===== config.mk =====
export PLATFORM = sky130hd
export DESIGN_NAME = fwd_hazard_unit_flat
export DESIGN_NICKNAME = d
export VERILOG_FILES = /design/src/rtl/fwd_hazard_unit_if.sv /design/src/rtl/fwd_hazard_unit.sv /design/src/flat_wrapper.sv
export SDC_FILE = /design/constraint.sdc
export NUM_CORES = 1
export LEC_CHECK = 0
export ABC_AREA = 1
export CAP_MARGIN = 5
export CORE_MARGIN = 1
export CORE_UTILIZATION = 35
export CTS_CLUSTER_DIAMETER = 30
export CTS_CLUSTER_SIZE = 14
export DETAILED_ROUTE_END_ITERATION = 8
export GPL_ROUTABILITY_DRIVEN = 0
export SLEW_MARGIN = 20
export SYNTH_ARGS = -nofsm -noshare
export SYNTH_HDL_FRONTEND = slang
export SYNTH_SLANG_ARGS = --single-unit

===== constraint.sdc =====
create_clock -name clk_i -period 3.7 [get_ports clk_i]
set_input_delay 0.555 -clock clk_i [delete_from_list [all_inputs] [get_ports clk_i]]
set_output_delay 0.555 -clock clk_i [all_outputs]
set_load 0.01 [all_outputs]

===== src/rtl/fwd_hazard_unit_if.sv =====
// Pipeline-side bundle for the forwarding / load-use hazard unit.
// The master is the pipeline datapath; the slave is fwd_hazard_unit.
interface fwd_hazard_unit_if #(
  parameter int AW    = 5,
  parameter int NSRC  = 2,
  parameter int NSTG  = 2,
  parameter int CNT_W = 16
);
  localparam int SW = $clog2(NSTG + 1);

  logic                 flush_i;
  logic [NSRC*AW-1:0]   ex_rs_i;
  logic [NSTG*AW-1:0]   stg_rd_i;
  logic [NSTG-1:0]      stg_regwrite_i;
  logic                 id_valid_i;
  logic [NSRC*AW-1:0]   id_rs_i;
  logic [AW-1:0]        ex_rd_i;
  logic                 ex_regwrite_i;
  logic                 ex_memread_i;
  logic [NSRC*SW-1:0]   fwd_sel_o;
  logic                 stall_o;
  logic [CNT_W-1:0]     stall_cnt_o;
  logic [CNT_W-1:0]     fwd_cnt_o;

  modport master (
    output flush_i, ex_rs_i, stg_rd_i, stg_regwrite_i, id_valid_i, id_rs_i,
           ex_rd_i, ex_regwrite_i, ex_memread_i,
    input  fwd_sel_o, stall_o, stall_cnt_o, fwd_cnt_o
  );

  modport slave (
    input  flush_i, ex_rs_i, stg_rd_i, stg_regwrite_i, id_valid_i, id_rs_i,
           ex_rd_i, ex_regwrite_i, ex_memread_i,
    output fwd_sel_o, stall_o, stall_cnt_o, fwd_cnt_o
  );
endinterface


===== src/rtl/fwd_hazard_unit.sv =====
// Operand forwarding select and load-use stall generation with saturating
// stall/forward statistics counters.
module fwd_hazard_unit #(
  parameter int AW       = 5,
  parameter int NSRC     = 2,
  parameter int NSTG     = 2,
  parameter int LOAD_LAT = 1,
  parameter int CNT_W    = 16
) (
  input  logic               clk_i,
  input  logic               rst_i,
  fwd_hazard_unit_if.slave   bus
);
  localparam int SW = $clog2(NSTG + 1);

  typedef enum logic [0:0] {
    IDLE  = 1'b0,
    STALL = 1'b1
  } state_e;

  state_e             state_q, state_d;
  logic [2:0]         scnt_q, scnt_d;
  logic [CNT_W-1:0]   stall_cnt_q, stall_cnt_d;
  logic [CNT_W-1:0]   fwd_cnt_q, fwd_cnt_d;
  logic [NSRC*SW-1:0] fwd_sel_s;
  logic [NSRC*SW-1:0] fwd_sel_out_s;
  logic               hazard_s;
  logic               stall_s;

  // Descending scan so the nearest matching stage overwrites farther ones.
  always_comb begin
    fwd_sel_s = '0;
    for (int s = 0; s < NSRC; s++) begin
      for (int k = NSTG - 1; k >= 0; k--) begin
        if (bus.stg_regwrite_i[k] && (bus.stg_rd_i[k*AW +: AW] != '0) &&
            (bus.stg_rd_i[k*AW +: AW] == bus.ex_rs_i[s*AW +: AW])) begin
          fwd_sel_s[s*SW +: SW] = SW'(k + 1);
        end else begin
          fwd_sel_s[s*SW +: SW] = fwd_sel_s[s*SW +: SW];
        end
      end
    end
  end

  always_comb begin
    hazard_s = 1'b0;
    if (bus.id_valid_i && bus.ex_memread_i && bus.ex_regwrite_i && (bus.ex_rd_i != '0)) begin
      for (int s = 0; s < NSRC; s++) begin
        if (bus.id_rs_i[s*AW +: AW] == bus.ex_rd_i) begin
          hazard_s = 1'b1;
        end else begin
          hazard_s = hazard_s;
        end
      end
    end else begin
      hazard_s = 1'b0;
    end
  end

  always_comb begin
    state_d = state_q;
    scnt_d  = scnt_q;
    if (bus.flush_i) begin
      state_d = IDLE;
      scnt_d  = 3'd0;
    end else begin
      case (state_q)
        IDLE: begin
          if (hazard_s && (LOAD_LAT > 1)) begin
            state_d = STALL;
            scnt_d  = 3'(LOAD_LAT - 1);
          end else begin
            state_d = IDLE;
            scnt_d  = 3'd0;
          end
        end
        STALL: begin
          scnt_d = scnt_q - 3'd1;
          if (scnt_q <= 3'd1) begin
            state_d = IDLE;
          end else begin
            state_d = STALL;
          end
        end
        default: begin
          state_d = IDLE;
          scnt_d  = 3'd0;
        end
      endcase
    end
  end

  // Reset and flush both mask the stall; reset also masks forwarding.
  always_comb begin
    stall_s       = 1'b0;
    fwd_sel_out_s = '0;
    if (!rst_i) begin
      stall_s       = 1'b0;
      fwd_sel_out_s = '0;
    end else begin
      fwd_sel_out_s = fwd_sel_s;
      if (bus.flush_i) begin
        stall_s = 1'b0;
      end else begin
        case (state_q)
          IDLE:    stall_s = hazard_s;
          STALL:   stall_s = 1'b1;
          default: stall_s = 1'b0;
        endcase
      end
    end
  end

  always_comb begin
    stall_cnt_d = stall_cnt_q;
    fwd_cnt_d   = fwd_cnt_q;
    if (stall_s && (stall_cnt_q != '1)) begin
      stall_cnt_d = stall_cnt_q + CNT_W'(1);
    end else begin
      stall_cnt_d = stall_cnt_q;
    end
    if (!stall_s && (fwd_sel_out_s != '0) && (fwd_cnt_q != '1)) begin
      fwd_cnt_d = fwd_cnt_q + CNT_W'(1);
    end else begin
      fwd_cnt_d = fwd_cnt_q;
    end
  end

  always_ff @(posedge clk_i) begin
    if (!rst_i) begin
      state_q     <= IDLE;
      scnt_q      <= 3'd0;
      stall_cnt_q <= '0;
      fwd_cnt_q   <= '0;
    end else begin
      state_q     <= state_d;
      scnt_q      <= scnt_d;
      stall_cnt_q <= stall_cnt_d;
      fwd_cnt_q   <= fwd_cnt_d;
    end
  end

  assign bus.fwd_sel_o   = fwd_sel_out_s;
  assign bus.stall_o     = stall_s;
  assign bus.stall_cnt_o = stall_cnt_q;
  assign bus.fwd_cnt_o   = fwd_cnt_q;

endmodule


===== src/flat_wrapper.sv =====
// flat-port wrapper written by rule: the top's interface ports become plain ports
module fwd_hazard_unit_flat 
#(
  parameter int AW       = 5,
  parameter int NSRC     = 2,
  parameter int NSTG     = 2,
  parameter int LOAD_LAT = 1,
  parameter int CNT_W    = 16
)
  (clk_i, rst_i, bus_flush_i, bus_ex_rs_i, bus_stg_rd_i, bus_stg_regwrite_i, bus_id_valid_i, bus_id_rs_i, bus_ex_rd_i, bus_ex_regwrite_i, bus_ex_memread_i, bus_fwd_sel_o, bus_stall_o, bus_stall_cnt_o, bus_fwd_cnt_o);
  fwd_hazard_unit_if #(.AW(AW), .NSRC(NSRC), .NSTG(NSTG), .CNT_W(CNT_W)) bus_i ();
  input  logic clk_i;
  input  logic rst_i;
  input wire logic [$bits(bus_i.flush_i)-1:0] bus_flush_i;
  input wire logic [$bits(bus_i.ex_rs_i)-1:0] bus_ex_rs_i;
  input wire logic [$bits(bus_i.stg_rd_i)-1:0] bus_stg_rd_i;
  input wire logic [$bits(bus_i.stg_regwrite_i)-1:0] bus_stg_regwrite_i;
  input wire logic [$bits(bus_i.id_valid_i)-1:0] bus_id_valid_i;
  input wire logic [$bits(bus_i.id_rs_i)-1:0] bus_id_rs_i;
  input wire logic [$bits(bus_i.ex_rd_i)-1:0] bus_ex_rd_i;
  input wire logic [$bits(bus_i.ex_regwrite_i)-1:0] bus_ex_regwrite_i;
  input wire logic [$bits(bus_i.ex_memread_i)-1:0] bus_ex_memread_i;
  output wire logic [$bits(bus_i.fwd_sel_o)-1:0] bus_fwd_sel_o;
  output wire logic [$bits(bus_i.stall_o)-1:0] bus_stall_o;
  output wire logic [$bits(bus_i.stall_cnt_o)-1:0] bus_stall_cnt_o;
  output wire logic [$bits(bus_i.fwd_cnt_o)-1:0] bus_fwd_cnt_o;
  assign bus_i.flush_i = bus_flush_i;
  assign bus_i.ex_rs_i = bus_ex_rs_i;
  assign bus_i.stg_rd_i = bus_stg_rd_i;
  assign bus_i.stg_regwrite_i = bus_stg_regwrite_i;
  assign bus_i.id_valid_i = bus_id_valid_i;
  assign bus_i.id_rs_i = bus_id_rs_i;
  assign bus_i.ex_rd_i = bus_ex_rd_i;
  assign bus_i.ex_regwrite_i = bus_ex_regwrite_i;
  assign bus_i.ex_memread_i = bus_ex_memread_i;
  assign bus_fwd_sel_o = bus_i.fwd_sel_o;
  assign bus_stall_o = bus_i.stall_o;
  assign bus_stall_cnt_o = bus_i.stall_cnt_o;
  assign bus_fwd_cnt_o = bus_i.fwd_cnt_o;
  fwd_hazard_unit #(.AW(AW), .NSRC(NSRC), .NSTG(NSTG), .LOAD_LAT(LOAD_LAT), .CNT_W(CNT_W)) u_core (.clk_i(clk_i), .rst_i(rst_i), .bus(bus_i));
endmodule

### Word level (Yosys, flattened, before mapping)

Index checks and enable logic that the tools add are counted.
Widths: inputs -> output; s select.

| cells by class | value |
|---|---|
| add/sub/neg operators | 3 |
| order comparisons | 1 |
| equality and inequality tests | 8 |
| multiplexer cells | 14 |
| bitwise logic cells | 2 |
| reduce and logical (&&, ||, !) cells | 18 |

Operators by type and width:

| cell | number |
|---|---|
| $add 16x1->16 const B | 2 |
| $ne 16x16->1 const B | 2 |
| $eq 5x5->1 | 6 |
| $reduce_bool 5->1 | 3 |
| $logic_and 1x1->1 | 12 |
| $mux 2 | 4 |
| $mux 1 | 6 |
| $pmux 3 s2 | 1 |
| $mux 4 | 1 |
| $pmux 1 s2 | 2 |
| $reduce_bool 4->1 | 1 |
| $le 3x1->1 const B | 1 |
| $sub 3x1->3 const B | 1 |
| $not 1->1 | 2 |
| $reduce_or 2->1 | 1 |
| $logic_not 1->1 | 1 |

| storage, ports and cells | value |
|---|---|
| register bits | 36 |
| output and inout port bits | 37 |
| logic and storage cells | 50 |

### Longest topological paths before layout

| logic depth | value |
|---|---|
| depth after elaboration | 10 |
| depth in mapped cells | 15 |

### Worst setup path before layout

OpenSTA, ideal clock, no wires.

| timing path | value |
|---|---|
| path type | register to register |
| start | register u_core.stall_cnt_q[0] (netlist: u_core.bus.stall_cnt_o[0]) |
| end | register u_core.stall_cnt_q[1] (netlist: u_core.bus.stall_cnt_o[1]) |
| arrival | 1.592 ns |
| path slack | 1.992 ns |
| cell stages (with the launch flop) | 12 |
| period minus slack after synthesis | 1.708 ns |
| cells stage by stage | dfxtp_1 > ha_1 > nand4_2 > inv_2 > nand2_2 > nor3_4 > nand2_2 > nand2_4 > inv_4 > buf_6 > nor2_1 > nor2_1 |

| on the way | value |
|---|---|
| cells in the longest elaborated chain, start to end | 2 |
| elaborated cells between the ends (all ways) | 3 |

Ends and longest elaborated chain:

| element | RTL line | RTL |
|---|---|---|
| from (decl) | fwd_hazard_unit.sv:23 | `logic [CNT_W-1:0] stall_cnt_q, stall_cnt_d;` |
| from (signal assigned) | fwd_hazard_unit.sv:138 | `stall_cnt_q <= stall_cnt_d;` |
| branches (longest 2 deep; another with $add 16x1->16) | n/a |  |

Several ways; the timed one is not identified.
A chain may end at the register's enable or synchronous reset.

### Worst setup path after layout

| timing path | value |
|---|---|
| start | input port rst_i |
| end | output port bus_stall_o |

| on the way | value |
|---|---|
| cells in the longest elaborated chain, start to end | 1 |

Ends and longest elaborated chain:

| element | RTL line | RTL |
|---|---|---|
| from (decl) | flat_wrapper.sv:13 | `input logic rst_i;` |
| $mux 1 | fwd_hazard_unit.sv:97 | `if (!rst_i) begin` |
| to (decl) | flat_wrapper.sv:24 | `output wire logic [$bits(bus_i.stall_o)-1:0] bus_stall_o;` |

Every way passes these cells.

==> flow_metrics.tcl <==
set metrics [dict create \
    endpoint "bus_stall_o" \
    cts.sinks 36 \
    netSwitchingFraction_pct 24.8 \
    fin_ws_ns 0.805 \
    finalSetupViolations 0 \
    clkPwrFrac_pct 35.8 \
    syn_area_um2 2630 \
    vdd_drop_max_uv 110 \
    fin_nets 571 \
    clockBufferDepth 2 \
    leakagePower_nw 1.60 \
    drv_cap 0 \
    slew_headroom_pct 72.1 \
    initial_core_util_pct 36.3 \
    h-tree-depth 2 \
    yosysMostFrequentCell "nand2_1" \
    cp-start-kind "input port" \
    synth_ff_type "dfxtp_1" \
    seqPwrFrac_pct 48.3 \
    cts_hold_buf 0 \
    crit_path_start "rst_i" \
    power-per-cell-area_nw_per_um2 226 \
    rsz0062_at_grt "false" \
    final_core_util_pct 49.4 \
    ant_nets 0 \
    power_switching_uw 201 \
    tns_ns 0 \
    drive_gt1_share_pct 4.95 \
    die_area_um2 7880 \
    synth_top_area_cell "dfxtp_1" \
    critical_path_class "input port to output port" \
    root_buffer "clkbuf_8" \
    clock_latency_ns 0.28 \
    drtIter0Drc 108 \
    ys_top_cells_by_count "130 x nand2_1, 71 x nor2_1, 67 x inv_1" \
    diodes 0 \
    synth-seq-cells 36 \
    fmax_ghz 0.345 \
    die_x_um 88.7 \
    clock-skew-final_ns 0.00427 \
    worstMarginPinSlew_ns 0.418 \
    cts_tree "yes" \
    pre_cts_slack_ns 0.786 \
    synth_warnings 0 \
    multi_input_area_um2 1560 \
    firstDrtPassIters 4 \
    synth_cell_types 26 \
    critical_path_required_ns 3.14 \
    r2r-start "u_core.bus.stall_cnt_o[0]" \
    dpl_cell_area_um2 3490 \
    fin_crit_sh_pct 78.2 \
    r2r_cells 10 \
    grt_pass1_wl_um 10900 \
    antenna_found_initial 0 \
    slew_violations 0 \
    route.detailed.drc 0 \
    end_kind "output port" \
    track_usage_pct 17.3 \
    cts_setup_buffers 0 \
    postRouteWirelength_um 6630 \
    synth-edff-count 0 \
    final_hold_viol_count 0 \
    coreArea_um2 7250 \
    die_height_um 88.7 \
    regArea_um2 721 \
    finish.instance_area_um2 3580 \
    path_clk_slew_ns 0.07 \
    cts_resized 0 \
    ios 80 \
    min_path_type "register to register" \
    final.min_clock_period_ns 2.89 \
    arrival_ns 2.34 \
    numCtsBuffers 5 \
    synthArstFlopShare_pct 0 \
    vias 2847 \
    p_comb_share_pct 15.9 \
    r2r_end "u_core.bus.stall_cnt_o[0]" \
    hpwl_um 5210 \
    syn_inst 445 \
    status "finished clean" \
    ys_top_cells_by_area "dfxtp_1 27%, nand2_1 19%, nor2_1 10%" \
    area_growth_pct 36.1 \
    io_buffers 79 \
    num_rows 31 \
    overflow 0 \
    grt_pass1_vias 2535 \
    syn_nets 492 \
    drt-vias-per-instance 4.56 \
    syn_avg_cell_area_um2 5.92 \
    fill_cells 750 \
    grt_max_degree 26 \
    ys_seq_area_share_pct 27.4 \
    netlist.area_leader.share_pct 27.4 \
    cp_max_fo 10 \
    wl_per_cell_um 10.6 \
    intPower_uw 609 \
    r2r_slack_ns 1.75 \
]
## routing by layer
| layer | vias to the layer above | GRT usage, % | wire length [um] | share of wire, % |
|---|---|---|---|---|
| li1 | 1543 | - | - | - |
| met1 | 1235 | 22.1 | 3220 | 48 |
| met2 | 64 | 30.0 | 3010 | 45 |
| met3 | 5 | 3.17 | 354 | 5.3 |
| met4 | 0 | 4.25 | 56 | 0.84 |
| met5 | - | 0 | 0 | 0 |
## how the worst min path moves through the flow
stage,end,cells past startpoint,slack [ns],start
finish,u_core.scnt_q[0],1,0.45,u_core.scnt_q[0]
floorplan,u_core.scnt_q[0],1,0.42,u_core.scnt_q[0]
global placement,u_core.scnt_q[0],1,0.44,u_core.scnt_q[0]
detailed placement,u_core.scnt_q[0],1,0.44,u_core.scnt_q[0]
global route,u_core.scnt_q[0],1,0.49,u_core.scnt_q[0]
CTS,u_core.scnt_q[0],1,0.46,u_core.scnt_q[0]
## critical path, stage by stage
cell and delay, ns:
clkdlybuf4s50_1 0.72, inv_2 0.08, nor2_1 0.13, nand3_1 0.09, inv_1 0.06, nand2_1 0.06
nand2_2 0.11, clkdlybuf4s50_1 0.55
## area by class of cell
| cell class | count | area share, % |
|---|---|---|
| clock buffers | 8 | 2.51 |
| inverters | 75 | 7.93 |
| flip-flops and latches | 36 | 20.1 |
| repair buffers | 81 | 22.5 |
| multi-input cells | 325 | 43.5 |
| well taps | 99 | 3.46 |
## sequential cells by signal, summed over array words and instances, names as in the netlist
register	flops
u_core.bus.fwd_cnt_o	16
u_core.bus.stall_cnt_o	16
u_core.scnt_q	3
u_core.state_q	1
## logic make-up after synthesis
family                     after synthesis  share of synthesized area [%]
and+or+nand+nor                        279                           46.0
buffers and inverters                   84                           13.4
DFF                                     36                           27.4
xor gates and xnor gates                23                           7.65
AOI/OAI and AO/OA                       19                           3.61
adders and majority gates                4                           1.90
## power by group through the flow
stage,clock network (mW),registers (mW),logic (mW)
3_5_place_dp,0,0.400,0.129
4_1_cts,0.302,0.391,0.130
6_report,0.290,0.391,0.129
3_3_place_gp,0,0.400,0.128
5_1_grt,0.318,0.391,0.145
2_1_floorplan,0,0.400,0.0588
## stage by stage
step                hold WS (ns)  std cells  total power [mW]
CTS                        0.455        624             0.822
global route               0.487        624             0.853
detailed placement         0.438        616             0.529
global placement           0.438        616             0.528
floorplan                  0.417        445             0.459
finish                     0.450        624             0.810
## cells in the final DEF (no fill, tap or decap), types with 2 or more instances in the layout
cell | Yosys | layout
clkbuf_8 | 0 | 6
inv_1 | 67 | 67
nor4_1 | 2 | 2
nand3_1 | 37 | 37
xnor2_1 | 9 | 9
dfxtp_1 | 36 | 36
nand4_1 | 17 | 17
nand2_4 | 2 | 2
inv_2 | 7 | 7
o21ai_0 | 6 | 6
clkdlybuf4s50_1 | 0 | 79
buf_4 | 3 | 2
nor3_1 | 11 | 11
nand2_2 | 4 | 4
clkbuf_1 | 1 | 2
a21oi_1 | 13 | 13
nor2_1 | 71 | 71
nand2_1 | 130 | 130
xor2_1 | 14 | 14
ha_1 | 4 | 4
Power figures use the tool's default switching activity.
